--- config.mk ---
export PLATFORM = sky130hd
export DESIGN_NAME = chimp_round_sequencer
export DESIGN_NICKNAME = d
export VERILOG_FILES = /design/src/rtl/chimp_pkg.sv /design/src/rtl/chimp_round_sequencer_space_edge_detect.sv /design/src/rtl/chimp_round_sequencer.sv
export SDC_FILE = /design/constraint.sdc
export NUM_CORES = 1
export LEC_CHECK = 0
export CORE_UTILIZATION = 45
export CTS_BUF_LIST = sky130_fd_sc_hd__clkbuf_2 sky130_fd_sc_hd__clkbuf_4 sky130_fd_sc_hd__clkbuf_8
export CTS_CLUSTER_DIAMETER = 50
export DETAILED_ROUTE_END_ITERATION = 10
export HOLD_SLACK_MARGIN = 0.02
export PLACE_DENSITY_LB_ADDON = 0.08
export SETUP_SLACK_MARGIN = 0.5
export SYNTH_ARGS = -nofsm -noshare
export SYNTH_HDL_FRONTEND = slang
export SYNTH_SLANG_ARGS = --single-unit
export TNS_END_PERCENT = 100
--- constraint.sdc ---
create_clock -name iClock -period 3 [get_ports iClock]
set_clock_uncertainty 0.2 [all_clocks]
set_input_delay 0.75 -clock iClock [delete_from_list [all_inputs] [get_ports iClock]]
set_output_delay 0.75 -clock iClock [all_outputs]
set_load 0.05 [all_outputs]
--- src/rtl/chimp_pkg.sv ---
// Shared types and defaults for the chimp-test round sequencer.
package chimp_pkg;

   localparam int W           = 5;
   localparam int START_NUMS  = 4;
   localparam int MAX_NUMS    = 31;
   localparam int MAX_STRIKES = 3;

   typedef enum logic [3:0] {
      S_IDLE,
      S_IDLE_WAIT,
      S_CLEAR,
      S_LOAD,
      S_SHOW,
      S_CHOOSE,
      S_ROUND_WIN,
      S_ROUND_FAIL,
      S_GAME_OVER
   } state_t;

   // Numbers on the board for a given level: start + level - 1, capped at max.
   // The sum is formed one bit wider than a level so the cap test cannot wrap.
   function automatic logic [W-1:0] round_size(
      input logic [W-1:0] level,
      input int unsigned  start_nums = START_NUMS,
      input int unsigned  max_nums   = MAX_NUMS
   );
      logic [W:0] sum;
      sum = (W+1)'(start_nums) + {1'b0, level} - (W+1)'(1);
      if (sum > (W+1)'(max_nums)) begin
         return W'(max_nums);
      end
      return sum[W-1:0];
   endfunction

endpackage

--- src/rtl/chimp_round_sequencer_space_edge_detect.sv ---
// Space-key press-then-release detector. While enabled it arms on a press
// and emits a one-cycle released pulse when the key goes back up. Disabling
// it drops any half-seen press so keys hit during play are never carried over.
module space_edge_detect (
   input  logic clk,
   input  logic rst,
   input  logic enable,
   input  logic space,
   output logic released
);

   logic armed_d;
   logic armed_q;

   // Next arm state: set on press, cleared on release or when not listening.
   always_comb begin
      // NOTE: every signal written here gets a default first, so no path leaves it unassigned and no latch is inferred.
      armed_d = armed_q;
      if (!enable) begin
         armed_d = 1'b0;
      end else if (space) begin
         armed_d = 1'b1;
      end else if (armed_q) begin
         armed_d = 1'b0;
      end
   end

   // Arm flop; the pulse lasts one cycle because the flop clears on release.
   always_ff @(posedge clk or posedge rst) begin
      // NOTE: sequential state uses non-blocking assignments so every flop samples pre-edge values.
      if (rst) begin
         armed_q <= 1'b0;
      end else begin
         armed_q <= armed_d;
      end
   end

   assign released = enable && armed_q && !space;

endmodule

--- src/rtl/chimp_round_sequencer.sv ---
// Round sequencer for the chimp-test game: clears the board, loads 1..N
// through a handshake, shows then hides the numbers, checks clicks in order
// and keeps level, strikes and game-over. All outputs are registered.
module chimp_round_sequencer
   import chimp_pkg::*;
#(
   parameter int START_NUMS_P  = chimp_pkg::START_NUMS,
   parameter int MAX_NUMS_P    = chimp_pkg::MAX_NUMS,
   parameter int MAX_STRIKES_P = chimp_pkg::MAX_STRIKES
) (
   input  logic         iClock,
   input  logic         iReset,
   input  logic         iSpace,
   input  logic         iDoneLoad,
   input  logic         iClickValid,
   input  logic [W-1:0] iClickNum,
   output logic [W-1:0] oLevel,
   output logic [W-1:0] oNumToLoad,
   output logic [W-1:0] oNumToChoose,
   output logic         oLoadEnable,
   output logic         oShowEnable,
   output logic         oResetBoard,
   output logic [1:0]   oStrikes,
   output logic         oRoundPass,
   output logic         oGameOver
);

   localparam logic [W-1:0] ONE        = W'(1);
   localparam logic [W-1:0] N_CAP      = W'(MAX_NUMS_P);
   localparam logic [1:0]   STRIKE_CAP = 2'(MAX_STRIKES_P);

   state_t       state_d, state_q;
   logic [W-1:0] level_d, level_q;
   logic [1:0]   strikes_d, strikes_q;
   logic [W-1:0] k_d, k_q;
   logic [W-1:0] e_d, e_q;

   logic [W-1:0] num_to_load_d, num_to_load_q;
   logic [W-1:0] num_to_choose_d, num_to_choose_q;
   logic         load_enable_d, load_enable_q;
   logic         show_enable_d, show_enable_q;
   logic         reset_board_d, reset_board_q;
   logic         round_pass_d, round_pass_q;
   logic         game_over_d, game_over_q;

   logic [W-1:0] n_round;
   logic         click_hit;
   logic [1:0]   strikes_inc;
   logic         space_wait;
   logic         released;

   assign n_round   = round_size(level_q, START_NUMS_P, MAX_NUMS_P);
   assign click_hit = iClickValid && (iClickNum != '0);

   // The detector only listens in states that wait for a space press.
   assign space_wait = (state_q == S_IDLE)       || (state_q == S_IDLE_WAIT) ||
                       (state_q == S_ROUND_WIN)  || (state_q == S_ROUND_FAIL) ||
                       (state_q == S_GAME_OVER);

   space_edge_detect u_space (
      .clk      (iClock),
      .rst      (iReset),
      .enable   (space_wait),
      .space    (iSpace),
      .released (released)
   );

   // Next state, counters and the registered output values they imply.
   always_comb begin
      state_d     = state_q;
      level_d     = level_q;
      strikes_d   = strikes_q;
      k_d         = k_q;
      e_d         = e_q;
      strikes_inc = strikes_q + 2'd1;

      case (state_q)
         S_IDLE: begin
            if (iSpace) begin
               state_d = S_IDLE_WAIT;
            end
         end

         S_IDLE_WAIT: begin
            if (released) begin
               state_d = S_CLEAR;
            end
         end

         S_CLEAR: begin
            k_d     = ONE;
            e_d     = '0;
            state_d = S_LOAD;
         end

         S_LOAD: begin
            if (iDoneLoad) begin
               if (k_q < n_round) begin
                  k_d = k_q + ONE;
               end else begin
                  e_d     = ONE;
                  state_d = S_SHOW;
               end
            end
         end

         // SHOW and CHOOSE differ only in tile visibility; a correct first
         // click in SHOW hides the tiles by moving to CHOOSE.
         S_SHOW, S_CHOOSE: begin
            if (click_hit) begin
               if (iClickNum == e_q) begin
                  if (e_q >= n_round) begin
                     state_d = S_ROUND_WIN;
                     if (n_round != N_CAP) begin
                        level_d = level_q + ONE;
                     end
                  end else begin
                     e_d     = e_q + ONE;
                     state_d = S_CHOOSE;
                  end
               end else begin
                  strikes_d = strikes_inc;
                  state_d   = (strikes_inc == STRIKE_CAP) ? S_GAME_OVER : S_ROUND_FAIL;
               end
            end
         end

         S_ROUND_WIN, S_ROUND_FAIL: begin
            if (released) begin
               state_d = S_CLEAR;
            end
         end

         S_GAME_OVER: begin
            if (released) begin
               level_d   = ONE;
               strikes_d = '0;
               state_d   = S_CLEAR;
            end
         end

         default: begin
            state_d = S_IDLE;
         end
      endcase

      load_enable_d   = (state_d == S_LOAD);
      num_to_load_d   = (state_d == S_LOAD) ? k_d : '0;
      show_enable_d   = (state_d == S_SHOW);
      num_to_choose_d = ((state_d == S_SHOW) || (state_d == S_CHOOSE)) ? e_d : '0;
      reset_board_d   = (state_d == S_CLEAR);
      round_pass_d    = (state_d == S_ROUND_WIN) && (state_q != S_ROUND_WIN);
      game_over_d     = (state_d == S_GAME_OVER);
   end

   // FSM, counters and output registers.
   always_ff @(posedge iClock or posedge iReset) begin
      if (iReset) begin
         state_q         <= S_IDLE;
         level_q         <= ONE;
         strikes_q       <= '0;
         k_q             <= '0;
         e_q             <= '0;
         num_to_load_q   <= '0;
         num_to_choose_q <= '0;
         load_enable_q   <= 1'b0;
         show_enable_q   <= 1'b0;
         reset_board_q   <= 1'b0;
         round_pass_q    <= 1'b0;
         game_over_q     <= 1'b0;
      end else begin
         state_q         <= state_d;
         level_q         <= level_d;
         strikes_q       <= strikes_d;
         k_q             <= k_d;
         e_q             <= e_d;
         num_to_load_q   <= num_to_load_d;
         num_to_choose_q <= num_to_choose_d;
         load_enable_q   <= load_enable_d;
         show_enable_q   <= show_enable_d;
         reset_board_q   <= reset_board_d;
         round_pass_q    <= round_pass_d;
         game_over_q     <= game_over_d;
      end
   end

   assign oLevel       = level_q;
   assign oStrikes     = strikes_q;
   assign oNumToLoad   = num_to_load_q;
   assign oNumToChoose = num_to_choose_q;
   assign oLoadEnable  = load_enable_q;
   assign oShowEnable  = show_enable_q;
   assign oResetBoard  = reset_board_q;
   assign oRoundPass   = round_pass_q;
   assign oGameOver    = game_over_q;

endmodule

==> out/qor.csv <==
metric,value,unit
outcome,finished clean,
routed len/inst,15.0,µm
Mapped Nets,270,
setup tns final,0,ns
Vias,2130,
Post-Synthesis Cells,252,
clk slew on worst S/H paths,0.08,ns
largest family of logic cells by synthesized area,compound AO/OA/AOI/OAI gates,
WL final,5.77,mm
largest net degree at the start of global routing,38,
sequential area share after synthesis,38.7,%
CP Data Required Time,3.02,ns
f_max,351,MHz
"Hold Violations, Final",0,
height of the chip,75.0,µm
fin crit share,94.8,%
mapped cell area,0.00240,mm²
final setup violation count,0,
clk sinks,37,
vias in the first global route,1945,
worst skew pair latency,0.30,ns
row count,26,
Synth Register Bits,37,
fraction of layout cells with a size suffix above 1,34.1,%
fin nets,331,
"Async S/R FF share, synth",100,%
WP data arrival,2.87,ns
critical path class,reg2reg,
residual DRC count,0,
leak pwr,1.45,nW
Die Wd,75.0,µm
htree depth,2,
gpl congestion,0.827,
Worst setup EP type,register,
CP startpoint kind,register,
normalized max-slew margin,50.8,%
Root Buffer,clkbuf_8,
Port Buf Inserts,31,
total power,3.02,mW
CTS buffer count,5,
Detailed Place HPWL,3.92,mm
clk buf depth,2,
post-synthesis simple-gate area fraction,21.2,%
pwr dens,898,mW/mm²
Unique masters post-synth,69,
critical path peak fanout,6,
VDD IR max,454,µV
Worst-Margin Slew,0.729,ns
worst hold slack,0.368,ns
first-pass GRT wire length,9.33,mm
Post-Synth Adder-Cell Area,4.17,%
router iterations before antenna repair,6,
DRT iter0 DRCs,102,
worst min-delay path class,reg2reg,
Post-synth EDFFs,0,
# IOs,32,
"Primary FF master, synth",dfrtp_1,
Overall Global Routing Usage,22.2,%
number of antenna violations at the first check in global routing,0,
diodes inserted,0,
CTS tree,built,
RSZ-0062 raised after global routing,yes,
Synth warnings,0,
hold_buf cts,0,
die area,0.00563,mm²
Core Box Area,0.00511,mm²
DR vias/cell,5.55,
pins over their slew limit,0,
Mean Syn Cell Area,9.52,µm²
initial core utilization,47.0,%
post-layout min period,2.85,ns
Synth Area in Compound Gates,23.7,%
Layout area overhead,40.1,%
Congestion Overflow GR,0,
post-synthesis mux area share,3.03,%
Post-DRT Antenna Nets,0,
MaxCap Viol Count,0,
Placed Area,0.00291,mm²
XOR/XNOR share of the synthesized area,3.65,%
cell area after layout,0.00336,mm²
kinds of logic after synthesis:
| family | Yosys count |
|---|---|
| AO/OA/AOI/OAI | 68 |
| flip-flops | 37 |
| buffers and inverters | 27 |
| adder cells (fa/ha/maj) | 8 |
| multiplexers | 7 |
| AND/OR/NAND/NOR | 95 |
| XOR/XNOR | 10 |
synthesized netlist by cell type, drive strengths merged (2+ instances only):
cell     n  area [µm²]
nor3     7        40.0
a31oi    3        18.8
mux2i    5        50.1
nor2    24        90.1
or3b     2        17.5
nor4     2        18.8
nand3b   3        22.5
a21o     4        31.3
nand4    4        25.0
o211ai   4        48.8
nand2b   5        31.3
buf      7        58.8
ha       8         100
o21ai   17         100
a22o     4        35.0
nor2b    2        12.5
a21oi   13        68.8
o41ai    3        33.8
nand3   10        50.1
xnor2    5        43.8
xor2     5        43.8
nand2   22        82.6
or4      2        15.0
dfrtp   36         901
o31ai    2        15.0
inv     13        48.8
clkbuf   7        26.3
mux2     2        22.5
or3      3        18.8
and3     2        12.5
path summary, 6_finish.rpt:
kind,startpoint,end,slack (ns),cells after the start
max in group asynchronous,iReset,oLevel[0],1.60,3
hold / removal,oStrikes[0],oStrikes[0],0.37,1
hold reg to reg,oStrikes[0],oStrikes[0],0.37,1
setup / recovery,oLevel[0],oLevel[3],0.15,11
min in group asynchronous,iReset,oLoadEnable,0.66,3
setup reg to reg,oLevel[0],oLevel[3],0.15,11
power by group:
group | switching (mW) | internal [mW] | total [mW]
Clock | 0.194 | 0.186 | 0.380
Combinational | 1.02 | 0.818 | 1.84
Sequential | 0.168 | 0.632 | 0.800
Total | 1.38 | 1.64 | 3.02
layer usage:
metal	up-vias	global-route usage (%)	part of all wire, %	routed length, µm
met4	0	6.29	1.6	92
li1	1045	-	-	-
met1	1029	31.4	47	2720
met5	-	0	0	0
met3	11	4.02	4.0	229
met2	45	34.9	47	2730
state kept, by name, indices dropped and copies added, names as in the netlist:
signal           count
oShowEnable          1
oRoundPass           1
oNumToLoad           5
oStrikes             2
oLevel               5
state_q              4
e_q                  5
oResetBoard          1
k_q                  5
oGameOver            1
oNumToChoose         5
u_space.armed_q      1
oLoadEnable          1
critical path: stages, from the launching register on:
cell      delay, ns
dfstp_4        0.64
inv_4          0.04
ha_4           0.17
or2b_1         0.26
o21ai_4        0.23
o211ai_2       0.14
a22oi_4        0.24
buf_6          0.14
o211ai_4       0.11
buf_6          0.15
or3_1          0.30
a21oi_1        0.14
stage by stage:
step | cells | setup WS [ns] | util, %
2_1_floorplan | 252 | 0.00347 | -
3_3_place_gp | 357 | -0.0212 | 57.0
3_5_place_dp | 357 | -0.0692 | 57.0
4_1_cts | 376 | 0.166 | 61.5
5_1_grt | 384 | 0.0561 | 65.8
6_report | 384 | 0.155 | 65.8
cell type report:
class / count / area, µm²
multi-input combinational: 188 / 1580
sequential: 37 / 933
clock buffer: 6 / 82.6
tap: 70 / 87.6
clock inverter: 2 / 13.8
fill: 430 / 1750
inverter: 13 / 51.3
timing repair buffer: 68 / 614
placed cells by master (no fill, tap or decap), drive strengths merged, types with 6 or more instances in the layout:
| master | instances |
|---|---|
| nor3 | 7 |
| clkbuf | 6 |
| dlygate4sd2 | 8 |
| buf | 37 |
| nor2 | 24 |
| nand2 | 22 |
| clkdlybuf4s50 | 20 |
| nand3 | 10 |
| inv | 13 |
| o21ai | 17 |
| ha | 8 |
| a21oi | 13 |
| dfrtp | 36 |
what timing repair did:
action                                  in CTS  in global routing
pin swaps                                   13                 12
endpoints found under the setup margin      39                 36
buffers inserted                            11                  8
resized for setup                           25                 33
Note: power is estimated with default switching activity, not from simulation.
